`config.mk`:
```
export PLATFORM = sky130hd
export DESIGN_NAME = mac_operand_packer
export DESIGN_NICKNAME = d
export VERILOG_FILES = /design/src/rtl/mac_operand_packer.sv
export SDC_FILE = /design/constraint.sdc
export NUM_CORES = 2
export LEC_CHECK = 0
export ABC_AREA = 0
export BUFFER_PORTS_ARGS = -buffer_cell sky130_fd_sc_hd__buf_2
export CAP_MARGIN = 40
export CORE_AREA = 2 2 424 426
export CTS_CLUSTER_SIZE = 8
export DETAILED_ROUTE_END_ITERATION = 12
export DIE_AREA = 0 0 426 428
export PLACE_DENSITY = 0.41
export SLEW_MARGIN = 5
export SYNTH_ARGS = -nofsm -noshare
export SYNTH_HDL_FRONTEND = slang
export SYNTH_SLANG_ARGS = --single-unit
export TNS_END_PERCENT = 30
```
`constraint.sdc`:
```
create_clock -name clk -period 44.3 [get_ports clk]
set_input_delay 6.645 -clock clk [delete_from_list [all_inputs] [get_ports clk]]
set_output_delay 6.645 -clock clk [all_outputs]
set_load 0.01 [all_outputs]
```
`src/rtl/mac_operand_packer.sv`:
```
// Packs serial (data, weight) beats into MAX_MACS-lane vectors for the MAC array.
// Optional: define MAC_PACK_ZERO_FILL_EN to zero lanes >= num_macs during EMIT.
module mac_operand_packer #(
  parameter int MAX_MACS   = 64,
  parameter int DATA_WIDTH = 8,
  parameter int CNT_W      = 16
) (
  input  logic                           clk,
  input  logic                           rst,
  input  logic [$clog2(MAX_MACS+1)-1:0]  cfg_len_i,
  input  logic                           s_valid_i,
  output logic                           s_ready_o,
  input  logic [DATA_WIDTH-1:0]          s_data_i,
  input  logic [DATA_WIDTH-1:0]          s_weight_i,
  input  logic                           s_last_i,
  output logic                           m_valid_o,
  output logic [$clog2(MAX_MACS+1)-1:0]  m_num_macs_o,
  output logic [MAX_MACS*DATA_WIDTH-1:0] m_data_o,
  output logic [MAX_MACS*DATA_WIDTH-1:0] m_weight_o,
  output logic                           cfg_err_o,
  output logic [CNT_W-1:0]               vec_cnt_o
);

  localparam int LW = $clog2(MAX_MACS+1);

  typedef enum logic [1:0] {
    IDLE = 2'd0,
    FILL = 2'd1,
    EMIT = 2'd2
  } state_t;

  state_t                state;
  logic [LW-1:0]         cnt;
  logic [LW-1:0]         len_q;
  logic [LW-1:0]         num_q;
  logic                  err_q;
  logic [CNT_W-1:0]      vec_q;
  logic [DATA_WIDTH-1:0] data_q   [MAX_MACS];
  logic [DATA_WIDTH-1:0] weight_q [MAX_MACS];

  logic [LW-1:0] clamp_len;
  logic          cfg_bad;
  logic [LW-1:0] wr_idx;
  logic [LW-1:0] cnt_nxt;
  logic [LW-1:0] lim;
  logic          close;
  logic          acc;

  always_comb begin
    cfg_bad   = (cfg_len_i == '0) || (cfg_len_i > LW'(MAX_MACS));
    clamp_len = cfg_bad ? LW'(MAX_MACS) : cfg_len_i;
    wr_idx    = (state == IDLE) ? '0 : cnt;
    cnt_nxt   = wr_idx + 1'b1;
    lim       = (state == IDLE) ? clamp_len : len_q;
    close     = s_last_i | (cnt_nxt == lim);
    acc       = s_valid_i & s_ready_o;
  end

`ifdef MAC_PACK_ZERO_FILL_EN
  logic [MAX_MACS-1:0] mask_q;
  logic [MAX_MACS-1:0] mask_nxt;

  always_comb begin
    mask_nxt = '0;
    for (int i = 0; i < MAX_MACS; i++)
      mask_nxt[i] = LW'(i) < cnt_nxt;
  end

  always_ff @(posedge clk or posedge rst) begin
    if (rst)
      mask_q <= '1;
    else if (acc && close)
      mask_q <= mask_nxt;
  end
`endif

  always_ff @(posedge clk or posedge rst) begin
    if (rst) begin
      state <= IDLE;
      cnt   <= '0;
      len_q <= '0;
      num_q <= '0;
      err_q <= 1'b0;
      vec_q <= '0;
      for (int i = 0; i < MAX_MACS; i++) begin
        data_q[i]   <= '0;
        weight_q[i] <= '0;
      end
    end else begin
      unique case (state)
        IDLE, FILL: begin
          if (acc) begin
            for (int i = 0; i < MAX_MACS; i++) begin
              if (LW'(i) == wr_idx) begin
                data_q[i]   <= s_data_i;
                weight_q[i] <= s_weight_i;
              end
            end
            cnt <= cnt_nxt;
            if (state == IDLE) begin
              len_q <= clamp_len;
              if (cfg_bad)
                err_q <= 1'b1;
            end
            if (close) begin
              state <= EMIT;
              num_q <= cnt_nxt;
            end else begin
              state <= FILL;
            end
          end
        end
        EMIT: begin
          vec_q <= vec_q + 1'b1;
          state <= IDLE;
        end
        default: state <= IDLE;
      endcase
    end
  end

  assign s_ready_o    = ~rst & (state != EMIT);
  assign m_valid_o    = (state == EMIT);
  assign m_num_macs_o = num_q;
  assign cfg_err_o    = err_q;
  assign vec_cnt_o    = vec_q;

  for (genvar g = 0; g < MAX_MACS; g++) begin : g_lane
    logic keep;
`ifdef MAC_PACK_ZERO_FILL_EN
    assign keep = (state != EMIT) | mask_q[g];
`else
    assign keep = 1'b1;
`endif
    assign m_data_o[g*DATA_WIDTH +: DATA_WIDTH] =
      keep ? data_q[g] : '0;
    assign m_weight_o[g*DATA_WIDTH +: DATA_WIDTH] =
      keep ? weight_q[g] : '0;
  end

endmodule

```
==> results.md <==
* Root Driver: clkbuf_16
* DRC violations left at 0
* Post-synth EDFFs at 0
* R2R setup slack at 40560 ps
* Share of layout cells above drive strength 1 at 65.89%
* Setup CP Type: input port to output port
* Via-per-instance ratio at 4.321
* Die H at between 400 and 500 um
* Core area at 177600 um^2
* GP Congestion at between 0.7 and 0.8
* Most frequent cells in the layout: dfrtp_1, buf_2, mux2_2
* Clock skew at 53.54 ps
* Top FF cell, synth: dfrtp_1
* Leading cell types by total area after synthesis: dfrtp_1, mux2_2, mux2_4
* #FFs+latches synth at 1064
* TritonCTS clock tree: yes
* Placed wire-length estimate at 118900 um
* Startpoint types: input port
* WL final at about 170000 um
* Status: complete, no violations
* Yosys warns at 0
* Iteration-0 DRC Markers at 1271
* # hold bufs at CTS at 0
* Nets@finish at 3694
* Post-route setup TNS at 0 ps
* Final Cycle Share at 31.22%
* DP Cell Count at 5861
* Total power at 2282 uW
* Peak supply drop at 0.03488 mV
* Final Hold Vio Count at 0
* Area leader, netlist: dfrtp_1
* Hold Crit Class: flop to flop
* Worst path arrival time at 7190 ps
* Power Density at 42.13 nW/um^2
* Largest net degree at the start of global routing at 142
* Die width at 426 um
* Deepest clock path buffer count at 3
* Clock network latency to the later pin of the worst-skew pair at 800 ps
* Yosys top cell area share at between 60 and 70%
* Antenna viol nets, final at 0
* Yosys cell types at 58
* CTS Sinks at 1064
* Worst Setup End Kind: output port
* Max Cap Violations at 0
* Leakage at between 0.02 and 0.03 uW
* Initial antenna violation count at 26
* Post-Syn Area at between 40000 and 50000 um^2
* Reg clk slew, reported paths at 50 ps
* Post-DR wirelength/cell at 28.43 um
* Vias at 26150
* Crit-path max FO at 3
* Post-route minimum period at about 14000 ps
* Asr flop ratio synth at 100.0%
* Pre-Repair DR Iteration Count at 4
* Post-CTS Setup Inserts at 0
* H-tree Lvls at 4
* # IOs at 1077
* Area delta synth->final at 30.69%
* Fin cells at about 6100
* Syn Area/Cell at 16.21 um^2
* Total track usage at 18.61%
* Initial core utilization at about a quarter
* Max_slew headroom at a little over a third
* Sequential-to-total area share from yosys stat at 64.23%
* Die ar. at 182300 um^2
* Pins over their slew limit at 0
* Cts bufs inserted at 154
* GRT Residual Overflow at 0
* F_max at approximately 72 MHz
* Worst Tran Pin Value at 951.3 ps
* First-pass GRT wire length at 234900 um
* RSZ-0062 raised after global routing: no
* Final Setup Violations at 0
* Leading cell type in the layout, fill and taps excluded: dfrtp_1
* CTS resizes at 0
* Req. time, crit path at 37650 ps
* Cells after Synth at 2558
* FP Rows at 155
* Final design utilization at a little over 30%
* Syn_nets at 2590
* PortBufs at 1076
* Vias in the first global route at roughly 27000
critical path, stage by stage:
cell	delay [ps]
buf_2	150
nor2_1	210
buf_2	180
cell families (layout without fill, tap and decap cells):
logic type | count (synthesis) | after routing | synth area share, %
simple gates | 171 | 171 | 3.009
xor+xnor | 27 | 27 | 0.6731
mux | 1029 | 1029 | 28.49
buf+inv | 216 | 1346 | 2.710
flops | 1064 | 1064 | 64.23
fa+ha+maj | 5 | 5 | 0.1509
other cells | 0 | 10 | 0
compound gates | 46 | 46 | 0.7455
synthesized netlist by cell type, drive strengths merged, types with 2 or more instances:
library cell	n
dfrtp	1064
mux2	1026
clkbuf	109
buf	100
nor2	56
nand2	41
nand3	24
o21ai	16
xnor2	15
nand4	10
xor2	9
and3	8
inv	7
nor3	7
a21oi	6
nand2b	6
and2	5
ha	5
a31oi	4
a221oi	3
a31o	3
mux2i	3
nor2b	3
o21a	3
o21bai	3
or2	3
and4	2
nor4	2
o211ai	2
o41ai	2
or4	2
xnor3	2
metal layers:
layer  GRT usage, %  part of all wire [%]  vias up
met5              0                     0        -
met4          9.593                   5.0        0
met3          4.672                   5.6      291
met2          32.28                    51      849
met1          20.97                    38    13880
li1               -                     -    11130
stage by stage:
stage                     area, um^2  setup slack (ps)  hold WS [ps]
after floorplan                41460              7685         443.6
after global placement         49150             30480         454.9
after detailed placement       49870             30500         455.7
after CTS                      54150             30500         465.6
after global routing           54170             30480         467.7
final                          54180             30470         462.2
report_power, final:
part | switching [uW] | internal (uW) | leakage (uW)
logic | 111 | 55.8 | 0.0132
clock network | 443 | 648 | 0.00211
registers | 18.5 | 1010 | 0.0147
worst paths after layout:
kind | start | to | cells past startpoint
max | rst | s_ready_o | 3
min | vec_cnt_o[15] | vec_cnt_o[15] | 1
max reg2reg | state[1] | m_num_macs_o[3] | 11
min reg2reg | vec_cnt_o[15] | vec_cnt_o[15] | 1
max in group asynchronous | rst | m_data_o[383] | 8
min in group asynchronous | rst | m_data_o[175] | 2
cell type report:
| type | count | area (um^2) |
|---|---|---|
| clock buffers | 167 | 4059 |
| clock inverters | 15 | 229.0 |
| well taps | 2355 | 2947 |
| multi-input cells | 1278 | 13730 |
| inverters | 7 | 33.78 |
| fillers | 18210 | 123500 |
| repair buffers | 1157 | 6529 |
| diodes | 10 | 25.02 |
| flip-flops and latches | 1064 | 26630 |
flip-flops by register name, summed over array words and instances (netlist names):
name,count
m_num_macs_o,7
state,2
cnt,7
m_weight_o,512
cfg_err_o,1
len_q,7
m_data_o,512
vec_cnt_o,16
Power figures use the tool's default switching activity.
